`config.mk`:
```
export PLATFORM = sky130hd
export DESIGN_NAME = div_retire_unit_flat
export DESIGN_NICKNAME = d
export VERILOG_FILES = /design/src/rtl/div_retire_unit_pkg.sv /design/src/rtl/div_retire_unit_if.sv /design/src/rtl/div_retire_fifo.sv /design/src/rtl/div_retire_unit.sv /design/src/flat_wrapper.sv
export SDC_FILE = /design/constraint.sdc
export NUM_CORES = 1
export LEC_CHECK = 0
export CAP_MARGIN = 20
export CELL_PAD_IN_SITES_DETAIL_PLACEMENT = 0
export CELL_PAD_IN_SITES_GLOBAL_PLACEMENT = 1
export CORE_ASPECT_RATIO = 1.5
export CORE_UTILIZATION = 38
export DETAILED_ROUTE_END_ITERATION = 10
export PLACE_DENSITY_LB_ADDON = 0.1
export SLEW_MARGIN = 5
export SYNTH_ARGS = -nofsm -noshare
export SYNTH_HDL_FRONTEND = slang
export SYNTH_SLANG_ARGS = --single-unit
```
`constraint.sdc`:
```
create_clock -name clk -period 4.6 [get_ports clk]
set_input_delay 0.46 -clock clk [delete_from_list [all_inputs] [get_ports clk]]
set_output_delay 0.46 -clock clk [all_outputs]
set_load 0.01 [all_outputs]
```
`src/rtl/div_retire_unit_pkg.sv`:
```
// ============================================================================
// Module  : div_retire_unit_pkg
// Purpose : Shared types and defaults for the divide retire buffer.
// Rev     : 1.0  initial release
// ============================================================================
`default_nettype none

package div_retire_unit_pkg;

    localparam int REG_IDX_W       = 5;
    localparam int DATA_W          = 32;
    localparam int DEPTH_DEFAULT   = 4;
    localparam int DIV_LAT_DEFAULT = 8;

    typedef struct packed {
        logic                 valid;
        logic [REG_IDX_W-1:0] rd;
        logic [DATA_W-1:0]    data;
    } entry_t;

endpackage

`default_nettype wire

```
`src/rtl/div_retire_unit_if.sv`:
```
// ============================================================================
// Module  : div_retire_unit_if
// Purpose : Pipeline-side signal bundle of the divide retire unit.
// Rev     : 1.0  initial release
// ============================================================================
`default_nettype none

interface div_retire_unit_if;
    import div_retire_unit_pkg::*;

    logic                 div_issue;
    logic                 res_valid;
    logic                 res_get_rem;
    logic [REG_IDX_W-1:0] res_rd;
    logic [DATA_W-1:0]    div_quotient;
    logic [DATA_W-1:0]    div_remainder;
    logic                 w_reg_we;
    logic [REG_IDX_W-1:0] w_rd_addr;
    logic [REG_IDX_W-1:0] hz_rs1;
    logic [REG_IDX_W-1:0] hz_rs2;
    logic                 dw_we;
    logic [REG_IDX_W-1:0] dw_rd;
    logic [DATA_W-1:0]    dw_data;
    logic                 hz_rs1_hit;
    logic                 hz_rs2_hit;
    logic                 div_stall;

    modport master (
        output div_issue, res_valid, res_get_rem, res_rd, div_quotient, div_remainder,
        output w_reg_we, w_rd_addr, hz_rs1, hz_rs2,
        input  dw_we, dw_rd, dw_data, hz_rs1_hit, hz_rs2_hit, div_stall
    );

    modport slave (
        input  div_issue, res_valid, res_get_rem, res_rd, div_quotient, div_remainder,
        input  w_reg_we, w_rd_addr, hz_rs1, hz_rs2,
        output dw_we, dw_rd, dw_data, hz_rs1_hit, hz_rs2_hit, div_stall
    );

endinterface

`default_nettype wire

```
`src/rtl/div_retire_fifo.sv`:
```
// ============================================================================
// Module  : div_retire_fifo
// Purpose : Retire-buffer storage with wrap pointers, count and squash-by-rd.
// Rev     : 1.0  initial release
// ============================================================================
`default_nettype none

module div_retire_fifo
    import div_retire_unit_pkg::*;
#(
    parameter  int DEPTH = DEPTH_DEFAULT,
    localparam int PTR_W = $clog2(DEPTH),
    localparam int CNT_W = PTR_W + 1
) (
    input  wire logic                                 clk,
    input  wire logic                                 rst,
    input  wire logic                                 push_i,
    input  wire entry_t                               push_entry_i,
    input  wire logic                                 pop_i,
    input  wire logic                                 squash_i,
    input  wire logic [REG_IDX_W-1:0]                 squash_rd_i,
    output entry_t                                    head_o,
    output logic [DEPTH-1:0]                          valid_vec_o,
    output logic [DEPTH-1:0][REG_IDX_W-1:0]           rd_vec_o,
    output logic [CNT_W-1:0]                          count_o,
    output logic                                      empty_o,
    output logic                                      full_o
);

    entry_t           entries_q [DEPTH];
    logic [PTR_W-1:0] head_q;
    logic [PTR_W-1:0] tail_q;
    logic [CNT_W-1:0] count_q;
    logic             w_push;
    logic             w_pop;

    assign empty_o = (count_q == '0);
    assign full_o  = (count_q == CNT_W'(DEPTH));
    assign w_pop   = pop_i && !empty_o;
    assign w_push  = push_i && (!full_o || w_pop);

    // Squash first, then retire the head, then write the tail: when full the
    // tail slot is the one being popped, so the new entry must win.
    always_ff @(posedge clk or posedge rst) begin
        if (rst) begin
            head_q  <= '0;
            tail_q  <= '0;
            count_q <= '0;
            for (int i = 0; i < DEPTH; i++) begin
                entries_q[i] <= '0;
            end
        end else begin
            for (int i = 0; i < DEPTH; i++) begin
                if (squash_i && (entries_q[i].rd == squash_rd_i)) begin
                    entries_q[i].valid <= 1'b0;
                end
            end
            if (w_pop) begin
                entries_q[head_q].valid <= 1'b0;
                head_q                  <= head_q + PTR_W'(1);
            end
            if (w_push) begin
                entries_q[tail_q] <= push_entry_i;
                tail_q            <= tail_q + PTR_W'(1);
            end
            case ({w_push, w_pop})
                2'b10:   count_q <= count_q + CNT_W'(1);
                2'b01:   count_q <= count_q - CNT_W'(1);
                default: count_q <= count_q;
            endcase
        end
    end

    assign head_o  = entries_q[head_q];
    assign count_o = count_q;

    for (genvar g = 0; g < DEPTH; g++) begin : g_tap
        assign valid_vec_o[g] = entries_q[g].valid;
        assign rd_vec_o[g]    = entries_q[g].rd;
    end

endmodule

`default_nettype wire

```
`src/rtl/div_retire_unit.sv`:
```
// ============================================================================
// Module  : div_retire_unit
// Purpose : Buffers divider results and retires them through the shared
//           register-file write port, with hazard and issue-credit tracking.
// Config  : DIV_RETIRE_BYPASS_EN - same-cycle write of a result when the
//           buffer is empty and the port is free.
// Rev     : 1.0  initial release
// ============================================================================
`default_nettype none

module div_retire_unit
    import div_retire_unit_pkg::*;
#(
    parameter  int DEPTH   = DEPTH_DEFAULT,
    parameter  int DIV_LAT = DIV_LAT_DEFAULT,
    localparam int CNT_W   = $clog2(DEPTH) + 1
) (
    input  wire logic              clk,
    input  wire logic              rst,
    div_retire_unit_if.slave       div_if,
    output logic [CNT_W-1:0]       buf_count_o,
    output logic                   ovf_err_o
);

    localparam int INF_W = $clog2(DIV_LAT + 1);
    localparam int SUM_W = ((CNT_W > INF_W) ? CNT_W : INF_W) + 1;

    entry_t                          w_head;
    entry_t                          w_arr_entry;
    logic [DEPTH-1:0]                w_valid_vec;
    logic [DEPTH-1:0][REG_IDX_W-1:0] w_rd_vec;
    logic [CNT_W-1:0]                w_count;
    logic                            w_empty;
    logic                            w_full;
    logic                            w_push_req;
    logic                            w_wb_squash;
    logic                            w_bypass;
    logic                            w_head_write;
    logic                            w_pop;
    logic                            w_fifo_push;
    logic                            w_hit1;
    logic                            w_hit2;
    logic [INF_W-1:0]                inflight_q;
    logic [INF_W-1:0]                inflight_d;
    logic                            ovf_q;

    assign w_push_req  = div_if.res_valid && (div_if.res_rd != '0);
    assign w_wb_squash = div_if.w_reg_we && (div_if.w_rd_addr != '0);

    // A result landing while the main pipe writes the same rd is already stale.
    assign w_arr_entry.valid = !(w_wb_squash && (div_if.w_rd_addr == div_if.res_rd));
    assign w_arr_entry.rd    = div_if.res_rd;
    assign w_arr_entry.data  = div_if.res_get_rem ? div_if.div_remainder : div_if.div_quotient;

`ifdef DIV_RETIRE_BYPASS_EN
    assign w_bypass = w_push_req && w_empty && !div_if.w_reg_we && !rst;
`else
    assign w_bypass = 1'b0;
`endif

    assign w_head_write = !w_empty && w_head.valid && !div_if.w_reg_we;
    assign w_pop        = !w_empty && (!w_head.valid || !div_if.w_reg_we);
    assign w_fifo_push  = w_push_req && !w_bypass;

    div_retire_fifo #(
        .DEPTH (DEPTH)
    ) u_fifo (
        .clk          (clk),
        .rst          (rst),
        .push_i       (w_fifo_push),
        .push_entry_i (w_arr_entry),
        .pop_i        (w_pop),
        .squash_i     (w_wb_squash),
        .squash_rd_i  (div_if.w_rd_addr),
        .head_o       (w_head),
        .valid_vec_o  (w_valid_vec),
        .rd_vec_o     (w_rd_vec),
        .count_o      (w_count),
        .empty_o      (w_empty),
        .full_o       (w_full)
    );

    assign div_if.dw_we   = !rst && (w_head_write || w_bypass);
    assign div_if.dw_rd   = w_bypass ? div_if.res_rd : w_head.rd;
    assign div_if.dw_data = w_bypass ? w_arr_entry.data : w_head.data;

    always_comb begin
        w_hit1 = 1'b0;
        w_hit2 = 1'b0;
        for (int i = 0; i < DEPTH; i++) begin
            if (w_valid_vec[i] && (w_rd_vec[i] == div_if.hz_rs1)) w_hit1 = 1'b1;
            if (w_valid_vec[i] && (w_rd_vec[i] == div_if.hz_rs2)) w_hit2 = 1'b1;
        end
        if (div_if.res_valid && (div_if.res_rd == div_if.hz_rs1)) w_hit1 = 1'b1;
        if (div_if.res_valid && (div_if.res_rd == div_if.hz_rs2)) w_hit2 = 1'b1;
    end

    assign div_if.hz_rs1_hit = !rst && w_hit1 && (div_if.hz_rs1 != '0);
    assign div_if.hz_rs2_hit = !rst && w_hit2 && (div_if.hz_rs2 != '0);

    always_comb begin
        inflight_d = inflight_q;
        if (div_if.div_issue && !div_if.res_valid && (inflight_q != INF_W'(DIV_LAT))) begin
            inflight_d = inflight_q + INF_W'(1);
        end else if (!div_if.div_issue && div_if.res_valid && (inflight_q != '0)) begin
            inflight_d = inflight_q - INF_W'(1);
        end
    end

    always_ff @(posedge clk or posedge rst) begin
        if (rst) begin
            inflight_q <= '0;
            ovf_q      <= 1'b0;
        end else begin
            inflight_q <= inflight_d;
            if (w_fifo_push && w_full && !w_pop) begin
                ovf_q <= 1'b1;
            end
        end
    end

    // Every in-flight divide is guaranteed a slot once its result lands.
    assign div_if.div_stall = (SUM_W'(w_count) + SUM_W'(inflight_q)) >= SUM_W'(DEPTH);
    assign buf_count_o      = w_count;
    assign ovf_err_o        = ovf_q;

endmodule

`default_nettype wire
```
`src/flat_wrapper.sv`:
```
// flat-port wrapper written by rule: the top's interface ports become plain ports
module div_retire_unit_flat import div_retire_unit_pkg::*;
#(
    parameter  int DEPTH   = DEPTH_DEFAULT,
    parameter  int DIV_LAT = DIV_LAT_DEFAULT,
    localparam int CNT_W   = $clog2(DEPTH) + 1
)
  (clk, rst, buf_count_o, ovf_err_o, div_if_div_issue, div_if_res_valid, div_if_res_get_rem, div_if_res_rd, div_if_div_quotient, div_if_div_remainder, div_if_w_reg_we, div_if_w_rd_addr, div_if_hz_rs1, div_if_hz_rs2, div_if_dw_we, div_if_dw_rd, div_if_dw_data, div_if_hz_rs1_hit, div_if_hz_rs2_hit, div_if_div_stall);
  div_retire_unit_if div_if_i ();
  input  wire logic clk;
  input  wire logic rst;
  output logic [CNT_W-1:0] buf_count_o;
  output logic ovf_err_o;
  input wire logic [$bits(div_if_i.div_issue)-1:0] div_if_div_issue;
  input wire logic [$bits(div_if_i.res_valid)-1:0] div_if_res_valid;
  input wire logic [$bits(div_if_i.res_get_rem)-1:0] div_if_res_get_rem;
  input wire logic [$bits(div_if_i.res_rd)-1:0] div_if_res_rd;
  input wire logic [$bits(div_if_i.div_quotient)-1:0] div_if_div_quotient;
  input wire logic [$bits(div_if_i.div_remainder)-1:0] div_if_div_remainder;
  input wire logic [$bits(div_if_i.w_reg_we)-1:0] div_if_w_reg_we;
  input wire logic [$bits(div_if_i.w_rd_addr)-1:0] div_if_w_rd_addr;
  input wire logic [$bits(div_if_i.hz_rs1)-1:0] div_if_hz_rs1;
  input wire logic [$bits(div_if_i.hz_rs2)-1:0] div_if_hz_rs2;
  output wire logic [$bits(div_if_i.dw_we)-1:0] div_if_dw_we;
  output wire logic [$bits(div_if_i.dw_rd)-1:0] div_if_dw_rd;
  output wire logic [$bits(div_if_i.dw_data)-1:0] div_if_dw_data;
  output wire logic [$bits(div_if_i.hz_rs1_hit)-1:0] div_if_hz_rs1_hit;
  output wire logic [$bits(div_if_i.hz_rs2_hit)-1:0] div_if_hz_rs2_hit;
  output wire logic [$bits(div_if_i.div_stall)-1:0] div_if_div_stall;
  assign div_if_i.div_issue = div_if_div_issue;
  assign div_if_i.res_valid = div_if_res_valid;
  assign div_if_i.res_get_rem = div_if_res_get_rem;
  assign div_if_i.res_rd = div_if_res_rd;
  assign div_if_i.div_quotient = div_if_div_quotient;
  assign div_if_i.div_remainder = div_if_div_remainder;
  assign div_if_i.w_reg_we = div_if_w_reg_we;
  assign div_if_i.w_rd_addr = div_if_w_rd_addr;
  assign div_if_i.hz_rs1 = div_if_hz_rs1;
  assign div_if_i.hz_rs2 = div_if_hz_rs2;
  assign div_if_dw_we = div_if_i.dw_we;
  assign div_if_dw_rd = div_if_i.dw_rd;
  assign div_if_dw_data = div_if_i.dw_data;
  assign div_if_hz_rs1_hit = div_if_i.hz_rs1_hit;
  assign div_if_hz_rs2_hit = div_if_i.hz_rs2_hit;
  assign div_if_div_stall = div_if_i.div_stall;
  div_retire_unit #(.DEPTH(DEPTH), .DIV_LAT(DIV_LAT)) u_core (.clk(clk), .rst(rst), .div_if(div_if_i), .buf_count_o(buf_count_o), .ovf_err_o(ovf_err_o));
endmodule
```
==> metrics.cfg <==
[detailed_routing]
wl_per_cell_um=18.4
drc=0
drt-pass1-iter-count=4
via_per_inst=5.25
antenna_left=0
drt_iter0_drc=245
num_vias=6116
wl_um=21500

[placed_design]
gp_congestion=0.888
dpl.hpwl_um=14900
numPortBuffers=134
dpl_cell_area_um2=9970
dp_cells=1134
dp_slack_ns=1.13

[worst_setup_path]
critPathMaxStageDelay_ns=0.64
path_class=flip-flop to output pin
crit_required_ns=4.14
end_kind=output pin
crit_chain=buf_4, mux4_2, clkdlybuf4s50_1
crit_path_start_kind=flip-flop
cp.arrival_ns=2.77
cp_slowest_cell=mux4_2
worst-r2r-cell-count=6
worstPathMaxFanout=35

[synthesis]
ys_seq_area_share_pct=48.5
syn_inst=779
syn_area_um2=8460
synth_flop_cell=dfrtp_1
synth_nets=886
synth_cell_types=40
synth-edff-count=0
yosys_warnings=0
ys_ff_latch=164
avgSynthCellArea_um2=10.9
async_flop_share_pct=100

[clock_tree]
post-cts-setup-buffers=0
htreeDepth=4
cts-resized-gates=0
clk_root_buffer_cell=clkbuf_16
cts_tree=done
cts.sinks=164
cts_made_buffers=17
postCtsHoldBufs=0
clock_latency_ns=0.42
cts_buffer_depth=2
path_clk_slew_ns=0.07

[global_route]
grt_usage_pct=20.2
grt_pass1_wl_um=34500
first_global_vias=6442
antenna_found_initial=0
grt_overflow=0
grt_use_met1_pct=23.7
grt_util_met3_pct=3.31
grtUsageMet2_pct=36.4
grt_max_degree=156
top_usage_layer=met2

[hold_path]
hp-class=input port to async pin

[power]
vdd_ir_drop_max_uv=381
leakage_uw=0.00452
powerDensity_nw_per_um2=711

[finish]
fin_area_um2=10600
syn2layout_area_growth_pct=24.8
layout_common_cells=dfrtp_1, clkdlybuf4s50_1, nand2_1
drive_gt1_share_pct=12.1
antenna_cells=0
fin_nets=988
fin_cells=1166
layout_commonest_cell=dfrtp_1

[sta]
fin_ws_ns=1.37
min_period_ns=3.23
tightest_slew_ns=0.955
period_share_pct=70.1
finalHoldViolCount=0
rsz0062_at_grt=false
timing.fmax_mhz=310
slew_headroom_pct=36.3
fin_tns_setup_ns=0
setup_viol=0
skew_ns=0.00961
slew_viol_final=0

[job]
drv_cap=0

[floorplan]
row_count=66
fp.dieH_um=185
die_area_um2=22900
core_um2=21700
dieWidth_um=124
boundaryPins=135
start_util_pct=38.9

[status]
outcome=finished, final reports clean

per-layer routing:
layer,wire length (um),vias up
met2,11400,118
met3,771,20
met5,0,-
met1,8780,3060
li1,-,2918
met4,501,0
worst max-delay path, delay by kind of cell (launching register included):
family / cells / cell delay, ns
buf+inv: 2 / 1.13
mux: 1 / 0.64
flops: 1 / 0.53
Yosys cell counts, types with 14 or more instances:
master	number	area share, %
xnor2_1	29	3.0
mux2i_1	33	3.9
mux4_2	38	10
o21ai_0	105	6.2
clkbuf_1	42	1.9
xor2_1	55	5.7
nor2_1	40	1.8
inv_1	14	0.62
mux2_2	18	2.4
ha_1	14	2.1
dfrtp_1	164	49
nand2_1	111	4.9
a21oi_1	35	2.1
final cells by class:
type / instances / area (um^2)
Sequential cell: 164 / 4110
Tap cell: 272 / 340
Timing Repair Buffer: 144 / 1420
Clock inverter: 15 / 160
Fill cell: 2043 / 11200
Multi-Input combinational cell: 540 / 4040
Inverter: 14 / 56.3
Clock buffer: 17 / 425
sequential cells by signal (all words and copies together) (netlist names):
| register | cells |
|---|---|
| u_core.inflight_q | 4 |
| u_core.ovf_err_o | 1 |
| u_core.u_fifo.count_o | 3 |
| u_core.u_fifo.entries_q | 128 |
| u_core.u_fifo.head_q | 2 |
| u_core.u_fifo.rd_vec_o | 20 |
| u_core.u_fifo.tail_q | 2 |
| u_core.u_fifo.valid_vec_o | 4 |
logic make-up after synthesis:
kind of cell	share of synthesized area, %
AO/OA/AOI/OAI	10.2
XOR/XNOR	8.70
adder cells (fa/ha/maj)	2.78
buffers and inverters	3.65
flip-flops	48.5
multiplexers	16.4
AND/OR/NAND/NOR	9.66
metrics by stage:
stage          power [uW]  hold slack (ns)  utilization [%]
2_1_floorplan        4730            0.445                -
4_1_cts              7620            0.408             48.6
5_1_grt              8090            0.420             48.6
3_5_place_dp         6180            0.465             45.9
3_3_place_gp         6060            0.456             45.9
6_report             7500            0.405             48.6
where the power goes:
group | switching, uW | total, uW | internal [uW]
Clock | 630 | 1400 | 774
Combinational | 1540 | 3360 | 1820
Sequential | 611 | 2740 | 2130
Total | 2780 | 7500 | 4720
final timing paths:
path	startpoint	to	slack [ns]
max in group asynchronous	rst	u_core.u_fifo.entries_q[66]$_DFFE_PP0P_	3.07
hold reg to reg	u_core.u_fifo.entries_q[92]$_DFFE_PP0P_	u_core.u_fifo.entries_q[92]$_DFFE_PP0P_	0.48
hold / removal	rst	u_core.u_fifo.rd_vec_o[11]$_DFFE_PP0P_	0.41
min in group clk	u_core.u_fifo.entries_q[92]$_DFFE_PP0P_	u_core.u_fifo.entries_q[92]$_DFFE_PP0P_	0.48
setup reg to reg	u_core.u_fifo.head_q[0]$_DFFE_PP0P_	u_core.u_fifo.entries_q[120]$_DFFE_PP0P_	1.49
setup / recovery	u_core.u_fifo.head_q[0]$_DFFE_PP0P_	div_if_dw_data[0]	1.37
Power figures use the tool's default switching activity.
